[src/rtl/positron_layer_serializer_pkg.sv]
// Shared helpers for the positron layer serializer.
// Provides the index-width function used to size the word counter.
package positron_layer_serializer_pkg;

  // Ceiling log2, never less than 1 so a single-word window still has a counter bit.
  function automatic int unsigned log2_min1(input int unsigned n);
    int unsigned w;
    w = 0;
    for (int unsigned i = 0; i < 32; i++) begin
      if ((64'd1 << i) < 64'(n)) w = i + 1;
    end
    return (w == 0) ? 1 : w;
  endfunction

endpackage

[src/rtl/positron_layer_serializer_bank.sv]
// One storage bank of the serializer's ping-pong buffer.
// Ports:
//   clk, rst_n  - clock and async active-low reset (clears the bank)
//   wr_en_i     - load every word from wr_data_i on this edge
//   wr_data_i   - flattened words, word k at [k*POSIT_WIDTH +: POSIT_WIDTH]
//   rd_idx_i    - word index to read
//   rd_data_o   - word at rd_idx_i (combinational read of stored state)
module positron_layer_serializer_bank #(
  parameter int unsigned POSIT_WIDTH = 4,
  parameter int unsigned NB_POSITRON = 16,
  parameter int unsigned IDX_WIDTH   = 4
) (
  input  logic                              clk,
  input  logic                              rst_n,
  input  logic                              wr_en_i,
  input  logic [NB_POSITRON*POSIT_WIDTH-1:0] wr_data_i,
  input  logic [IDX_WIDTH-1:0]              rd_idx_i,
  output logic [POSIT_WIDTH-1:0]            rd_data_o
);

  logic [POSIT_WIDTH-1:0] mem_q [NB_POSITRON];

  // Whole-window write
  always_ff @(posedge clk or negedge rst_n) begin
    if (!rst_n) begin
      for (int k = 0; k < int'(NB_POSITRON); k++) mem_q[k] <= '0;
    end else if (wr_en_i) begin
      for (int k = 0; k < int'(NB_POSITRON); k++) mem_q[k] <= wr_data_i[k*POSIT_WIDTH +: POSIT_WIDTH];
    end
  end

  // Compare-based read mux keeps the index width independent of the array size
  always_comb begin
    rd_data_o = '0;
    for (int k = 0; k < int'(NB_POSITRON); k++) begin
      if (rd_idx_i == IDX_WIDTH'(k)) rd_data_o = mem_q[k];
    end
  end

endmodule

[src/rtl/positron_layer_serializer.sv]
// Captures one result from each of NB_POSITRON parallel positrons in a single
// transfer into a ping-pong buffer and replays them as one serial posit window
// framed with sow/eow.
// Ports:
//   clk, rst_n - clock and async active-low reset
//   rts_i, eow_i, posit_i - upstream per-positron handshake and flattened results
//   rtr_o      - ready-to-receive broadcast to all upstream positrons
//   rtr_i      - downstream ready-to-receive
//   rts_o, sow_o, eow_o, posit_o - downstream serial window
module positron_layer_serializer
  import positron_layer_serializer_pkg::*;
#(
  parameter int unsigned POSIT_WIDTH = 4,
  parameter int unsigned NB_POSITRON = 16
) (
  input  logic                               clk,
  input  logic                               rst_n,
  input  logic [NB_POSITRON-1:0]             rts_i,
  input  logic [NB_POSITRON-1:0]             eow_i,
  input  logic [NB_POSITRON*POSIT_WIDTH-1:0] posit_i,
  output logic                               rtr_o,
  input  logic                               rtr_i,
  output logic                               rts_o,
  output logic                               sow_o,
  output logic                               eow_o,
  output logic [POSIT_WIDTH-1:0]             posit_o
);

  localparam int unsigned IDX_WIDTH = log2_min1(NB_POSITRON);
  localparam logic [IDX_WIDTH-1:0] LAST_IDX = IDX_WIDTH'(NB_POSITRON - 1);

  logic [1:0]           full_q, full_d;
  logic                 wr_sel_q, wr_sel_d;
  logic                 rd_sel_q, rd_sel_d;
  logic [IDX_WIDTH-1:0] idx_q, idx_d;
  logic                 cap_c, xfer_c, last_c;
  logic [POSIT_WIDTH-1:0] rd_data [2];

  // Handshake decode, all from registered state plus inputs
  assign rtr_o  = ~full_q[wr_sel_q];
  assign rts_o  = full_q[rd_sel_q];
  assign cap_c  = rtr_o & (&rts_i) & (&eow_i);
  assign xfer_c = rts_o & rtr_i;
  assign last_c = (idx_q == LAST_IDX);

  assign posit_o = rts_o ? rd_data[rd_sel_q] : '0;
  assign sow_o   = rts_o & (idx_q == '0);
  assign eow_o   = rts_o & last_c;

  // Two storage banks; write side and read side always target different banks
  for (genvar b = 0; b < 2; b++) begin : g_bank
    positron_layer_serializer_bank #(
      .POSIT_WIDTH(POSIT_WIDTH),
      .NB_POSITRON(NB_POSITRON),
      .IDX_WIDTH  (IDX_WIDTH)
    ) u_bank (
      .clk      (clk),
      .rst_n    (rst_n),
      .wr_en_i  (cap_c && (wr_sel_q == 1'(b))),
      .wr_data_i(posit_i),
      .rd_idx_i (idx_q),
      .rd_data_o(rd_data[b])
    );
  end

  // Next-state: capture and final transfer may hit both banks on one edge
  always_comb begin
    full_d   = full_q;
    wr_sel_d = wr_sel_q;
    rd_sel_d = rd_sel_q;
    idx_d    = idx_q;
    if (cap_c) begin
      full_d[wr_sel_q] = 1'b1;
      wr_sel_d         = ~wr_sel_q;
    end
    if (xfer_c) begin
      if (last_c) begin
        idx_d            = '0;
        full_d[rd_sel_q] = 1'b0;
        rd_sel_d         = ~rd_sel_q;
      end else begin
        idx_d = idx_q + IDX_WIDTH'(1);
      end
    end
  end

  // Control state register
  always_ff @(posedge clk or negedge rst_n) begin
    if (!rst_n) begin
      full_q   <= '0;
      wr_sel_q <= 1'b0;
      rd_sel_q <= 1'b0;
      idx_q    <= '0;
    end else begin
      full_q   <= full_d;
      wr_sel_q <= wr_sel_d;
      rd_sel_q <= rd_sel_d;
      idx_q    <= idx_d;
    end
  end

endmodule

[config.mk]
export PLATFORM = sky130hd
export DESIGN_NAME = positron_layer_serializer
export DESIGN_NICKNAME = d
export VERILOG_FILES = /design/src/rtl/positron_layer_serializer_pkg.sv /design/src/rtl/positron_layer_serializer_bank.sv /design/src/rtl/positron_layer_serializer.sv
export SDC_FILE = /design/constraint.sdc
export NUM_CORES = 1
export LEC_CHECK = 0
export ABC_AREA = 1
export CAP_MARGIN = 20
export CELL_PAD_IN_SITES_DETAIL_PLACEMENT = 1
export CELL_PAD_IN_SITES_GLOBAL_PLACEMENT = 1
export CORE_UTILIZATION = 36
export DETAILED_ROUTE_END_ITERATION = 7
export GPL_TIMING_DRIVEN = 0
export PLACE_DENSITY = 0.82
export SYNTH_ARGS = -nofsm -noshare
export SYNTH_HDL_FRONTEND = slang
export SYNTH_SLANG_ARGS = --single-unit
export TNS_END_PERCENT = 20
[constraint.sdc]
create_clock -name clk -period 2.6 [get_ports clk]
set_clock_uncertainty 0.1 [all_clocks]
set_input_delay 0.65 -clock clk [delete_from_list [all_inputs] [get_ports clk]]
set_output_delay 0.65 -clock clk [all_outputs]
set_load 0.005 [all_outputs]
---- Yosys cells after proc, flatten, opt, wreduce, memory -nomap -nowiden ----
Cells that the tools add are included.
Widths: inputs -> output; s select.
word-level totals
  flip-flop bits (word level) ............. 136
  bits of input ports ..................... 99
  output and inout port bits .............. 8
operators by class
  $add $sub $neg .......................... 1
  magnitude comparators ................... 5
  equal/unequal tests ..................... 15
  muxes and demuxes ....................... 48
  bitwise gates (word level) .............. 12
  reductions and logical operators ........ 8
operators with widths
  operator             count
  $mux 4               37
  $eq 4x4->1 const B   8
  $reduce_and 16->1    2
  $eq 4x3->1 const B   4
  $eq 4x2->1 const B   2
  $mux 1               6
  $mux 2               3
  $and 1x1->1          5
  $add 4x1->4 const B  1
  $eq 4x1->1 const B   1
  $logic_and 1x1->1    4
  $logic_not 4->1      1
  $lt 1x2->1 const B   2
  $not 1->1            3
  $and 2x2->2          1
  $demux 1 s1          2
  $ge 1x1->1 const B   2
  $ge 2x2->1 const B   1
  $not 1->2            1
  $not 2->2            1
  $or 2x2->2           1
  $reduce_and 2->1     1

---- Logic depth before layout (Yosys ltp) ----
  depth after elaboration ................. 21
  depth in mapped cells ................... 23
  depth with buffers taken out ............ 22

---- By module ----
Synthesis repeated with hierarchy kept, for this count alone.
unflattened totals
  cell total of the unflattened synthesis .. 709
  area total of the unflattened synthesis .. 6,640.1 um^2
modules (own cells, without submodules)
  module                          instances  cells each  area an instance (um^2)  sequential area each (um^2)
  positron_layer_serializer_bank  2          305         2,995.4                  1,601.5
  positron_layer_serializer       1          99          649.4                    200.2

---- Least setup slack after synthesis ----
No wires, ideal clock.
  kind .................................... flip-flop to output port
  from .................................... register idx_q[0]
  to ...................................... output port posit_o[2]
  arrival time ............................ 2,037 ps
  path slack .............................. -187 ps
  stages on the path, launching flop included .. 22
  buffers on the path ..................... 2
  path through ............................ dfrtp_1 -> inv_1 -> ha_1 -> buf_2 -> inv_2 -> nor2_2 -> clkinv_2 -> buf_6 -> nor2_1 -> nor2_1 -> nand2_1 -> nand2_1 -> nand2_1 -> nand3_1 -> nand2_1 -> nand3_1 -> nand3_1 -> nand3_1 -> nand2_1 -> nand2_1 -> a21oi_1 -> nor2_1
on the way
  word-level cells in the longest chain between the ends .. 21
  elaborated cells on any way between the ends .. 52
  those cells by class .................... 15 x eq/ne; 36 x mux; 1 x reduce/logical
RTL lines
  item                                            RTL line                              text
  start, declared                                 positron_layer_serializer.sv:35       logic [IDX_WIDTH-1:0] idx_q, idx_d;
  start signal, assigned                          positron_layer_serializer.sv:98       idx_q <= idx_d;
  $logic_not 4->1                                 positron_layer_serializer_bank.sv:36  if (rd_idx_i == IDX_WIDTH'(k)) rd_data_o = mem_q[k];
  $mux 4 (16 in series)                           positron_layer_serializer_bank.sv:36
  $mux 4 (implied by the code) (*) (3 in series)  positron_layer_serializer.sv:46       assign posit_o = rts_o ? rd_data[rd_sel_q] : '0;
  $mux 4 (*)                                      positron_layer_serializer.sv:46
  end, declared                                   positron_layer_serializer.sv:26       output logic [POSIT_WIDTH-1:0] posit_o
Every way passes the cells marked *; elsewhere a longest branch is shown, timed or not. The select of a mux whose other input is x is not followed.

---- Worst setup path after layout ----
  from .................................... register idx_q[1]
  to ...................................... output port posit_o[3]
Same word-level chain as after synthesis.

==> impl_metrics.env <==
export IMPL_outcome="complete, but fails checks"
export IMPL_violated_checks="setup timing"
export IMPL_timing_final_hold_violations=0
export IMPL_final_period_minus_worst_setup_slack_ns=3.80
export IMPL_detailroute_via_count=6871
export IMPL_worst_setup_hold_path_clk_slew_ns=0.06
export IMPL_most_frequent_cells_in_the_layout="sky130_fd_sc_hd__nand2_1, sky130_fd_sc_hd__dfrtp_1, sky130_fd_sc_hd__o21ai_0"
export IMPL_cts_buffers=17
export IMPL_grt_antenna_before_repair=0
export IMPL_clock_sinks=136
export IMPL_globalRoute_totalOverflow=0
export IMPL_timing_critical_path_fanout_max=5
export IMPL_maxSlewViolCount=0
export IMPL_die_area_mm2=0.0197
export IMPL_chipHeight_um=140
export IMPL_synth_area_per_cell_um2=7.71
export IMPL_critPathArrivalTime_ns=3.05
export IMPL_grt_first_pass_wirelength_um=38800
export IMPL_layout_setup_ws_ns=-1.20
export IMPL_via_per_inst=5.28
export IMPL_clock_latency_late_sink_ns=0.43
export IMPL_count_of_maximum_capacitance_violations=0
export IMPL_final_util_pct=51.5
export IMPL_num_nets_final=1158
export IMPL_instances_no_fill=1302
export IMPL_place_port_buffers=106
export IMPL_synthCells=895
export IMPL_endpoint_kind="primary output"
export IMPL_total_leakage_power_nw=4.78
export IMPL_route_detailed_wl_per_inst_um=19.4
export IMPL_drt_wl_total_um=25300
export IMPL_cts_hold_buffers=0
export IMPL_core_area_mm2=0.0188
export IMPL_grt_pass1_vias=7203
export IMPL_final_common_cell="sky130_fd_sc_hd__nand2_1"
export IMPL_finalCritPeriodShare_pct=146
export IMPL_drive_gt1_share_pct=22.3
export IMPL_placementRows=50
export IMPL_placed_instance_count=1236
export IMPL_io_pin_count=107
export IMPL_antenna_cells_inserted=0
export IMPL_min_path_type="in -> async"
export IMPL_fin_tns_setup_ns=-5.15
export IMPL_seq_area_mm2=0.00341
export IMPL_firstDrtPassIters=7
export IMPL_syn_nets=998
export IMPL_ctsHtreeMaxLevel=4
export IMPL_max_freq_ghz=0.263
export IMPL_grt_setup_unrepaired="true"
export IMPL_synth_yosys_warnings=0
export IMPL_initial_utilization_pct=36.7
export IMPL_worst_ep_required_time_ns=1.85
export IMPL_hpwl_um=15600
export IMPL_ys_seq_area_share_pct=49.3
export IMPL_clock_tree_from_tritoncts="built"
export IMPL_detailedRoute_firstIterationViolations=464
export IMPL_remaining_drc_errors=0
export IMPL_slew_headroom_pct=54.7
export IMPL_fin_total_pwr_mw=8.76
export IMPL_distinct_cell_type_count_of_the_synthesized_netlist=36
export IMPL_worst_ir_drop_vdd_v=0.000569
export IMPL_fillCellCount=2239
export IMPL_total_setup_violations_reported_at_the_end_of_the_flow=6
export IMPL_synth_area_mm2=0.00690
export IMPL_signed_area_change_from_the_synthesized_netlist_to_the_final_layout_pct=40.3
export IMPL_antenna_violating_nets_post_route=0
export IMPL_max_root_sink_buffers=2
export IMPL_multi_input_area_mm2=0.00324
export IMPL_post_place_ws_ns=-1.16
export IMPL_critPathLaunchType="flop"
export IMPL_path_class="reg -> out"
export IMPL_clockRootBuffer="sky130_fd_sc_hd__clkbuf_16"
export IMPL_grt_max_degree=98
export IMPL_routabilityCongestion=0.808
export IMPL_synth_seq_cells=136
export IMPL_gr_usage_all_layers_pct=25.9
export IMPL_die_boundary_width_um=140
export IMPL_powerDensity_mw_per_mm2=906
export IMPL_timing_worst_slew_pin_value_ns=0.679
flip-flops by register name, summed over array words and instances (netlist names):
register	count
idx_q	4
rd_sel_q	1
g_bank.u_bank.mem_q	128
full_q	2
wr_sel_q	1
Yosys cell counts (all sizes together):
cell,n,share of area (%)
o21a,1,0.11
mux2,14,2.4
dfrtp,136,49
nand3b,1,0.11
nand3,62,4.6
nand2,289,16
a21oi,29,2.1
or2,9,0.85
ha,4,0.73
inv,111,6.0
nand4,14,1.3
nor4,3,0.27
clkbuf,24,1.3
o21ai,118,8.6
a2111oi,1,0.13
buf,18,1.9
xor2,2,0.25
clkinv,2,0.13
nor3,1,0.072
nor2,56,3.9
critical path, stage by stage, from the launching register on:
cell	delay, ns
sky130_fd_sc_hd__dfrtp_1	0.42
sky130_fd_sc_hd__inv_2	0.15
sky130_fd_sc_hd__ha_4	0.19
sky130_fd_sc_hd__buf_6	0.13
sky130_fd_sc_hd__buf_6	0.11
sky130_fd_sc_hd__nand4_1	0.16
sky130_fd_sc_hd__nand3_1	0.14
sky130_fd_sc_hd__nand2_1	0.07
sky130_fd_sc_hd__nand2_1	0.09
sky130_fd_sc_hd__nand2_1	0.06
sky130_fd_sc_hd__nand2_1	0.08
sky130_fd_sc_hd__nand2_1	0.07
sky130_fd_sc_hd__nand3_2	0.08
sky130_fd_sc_hd__nand2_2	0.06
sky130_fd_sc_hd__nand3_2	0.08
sky130_fd_sc_hd__nand3_2	0.07
sky130_fd_sc_hd__nand2_2	0.08
sky130_fd_sc_hd__nand2_2	0.06
sky130_fd_sc_hd__nand2_2	0.07
sky130_fd_sc_hd__nand2_2	0.04
sky130_fd_sc_hd__nand2_1	0.06
sky130_fd_sc_hd__nand2_1	0.07
sky130_fd_sc_hd__nor2_2	0.13
sky130_fd_sc_hd__buf_2	0.13
metal layers:
| layer | global-route usage (%) | wire, um |
|---|---|---|
| met4 | 9.83 | 821 |
| met1 | 32.8 | 10800 |
| met3 | 4.75 | 1260 |
| met5 | 0 | 0 |
| met2 | 44.0 | 12400 |
where the power goes:
part | internal [mW] | switching (mW) | total [mW]
sequential | 2.16 | 0.0582 | 2.22
clock | 1.61 | 0.938 | 2.54
combinational | 1.57 | 2.43 | 3.99
worst paths after layout:
check	startpoint	to	slack (ns)	depth (start not counted)
min	rst_n	g_bank[1].u_bank.mem_q[2]$_DFFE_PN0P_	0.02	1
min in group clk	g_bank[1].u_bank.mem_q[7]$_DFFE_PN0P_	g_bank[1].u_bank.mem_q[7]$_DFFE_PN0P_	0.38	2
max	idx_q[1]$_DFFE_PN0P_	posit_o[3]	-1.20	23
max in group asynchronous	rst_n	g_bank[1].u_bank.mem_q[58]$_DFFE_PN0P_	1.53	2
min reg2reg	g_bank[1].u_bank.mem_q[7]$_DFFE_PN0P_	g_bank[1].u_bank.mem_q[7]$_DFFE_PN0P_	0.38	2
max reg2reg	idx_q[1]$_DFFE_PN0P_	idx_q[3]$_DFFE_PN0P_	0.12	12
cells by family after synthesis:
group	Yosys count	share of synthesized area [%]
and+or+nand+nor	435	27.0
buffers and inverters	155	9.33
DFF	136	49.3
xor gates and xnor gates	2	0.254
muxes	14	2.45
AOI/OAI and AO/OA	149	10.9
adders and majority gates	4	0.726
cell type report:
class	count	share of cell area [%]
clock inverter	7	1.19
tap	234	3.03
inverter	113	4.68
buffer	40	2.77
multi-input combinational	604	33.5
clock buffer	25	5.12
sequential	136	35.2
timing repair buffer	143	14.5
per-stage QoR:
| step | hold WS (ns) | instance area [um^2] |
|---|---|---|
| after global routing | 0.0504 | 9670 |
| after CTS | 0.0399 | 9340 |
| after floorplan | 0.254 | 6930 |
| after detailed placement | 0.368 | 8320 |
| final | 0.0248 | 9670 |
| after global placement | 0.358 | 8290 |
timing repair:
item / 4_1_cts / 5_1_grt
resized for setup: 87 / 97
setup buffers: 27 / 6
gates cloned: 2 / 1
endpoints found under the setup margin: 67 / 122
pin swaps: 24 / 32
No activity file was read; power rests on OpenSTA's default activity.
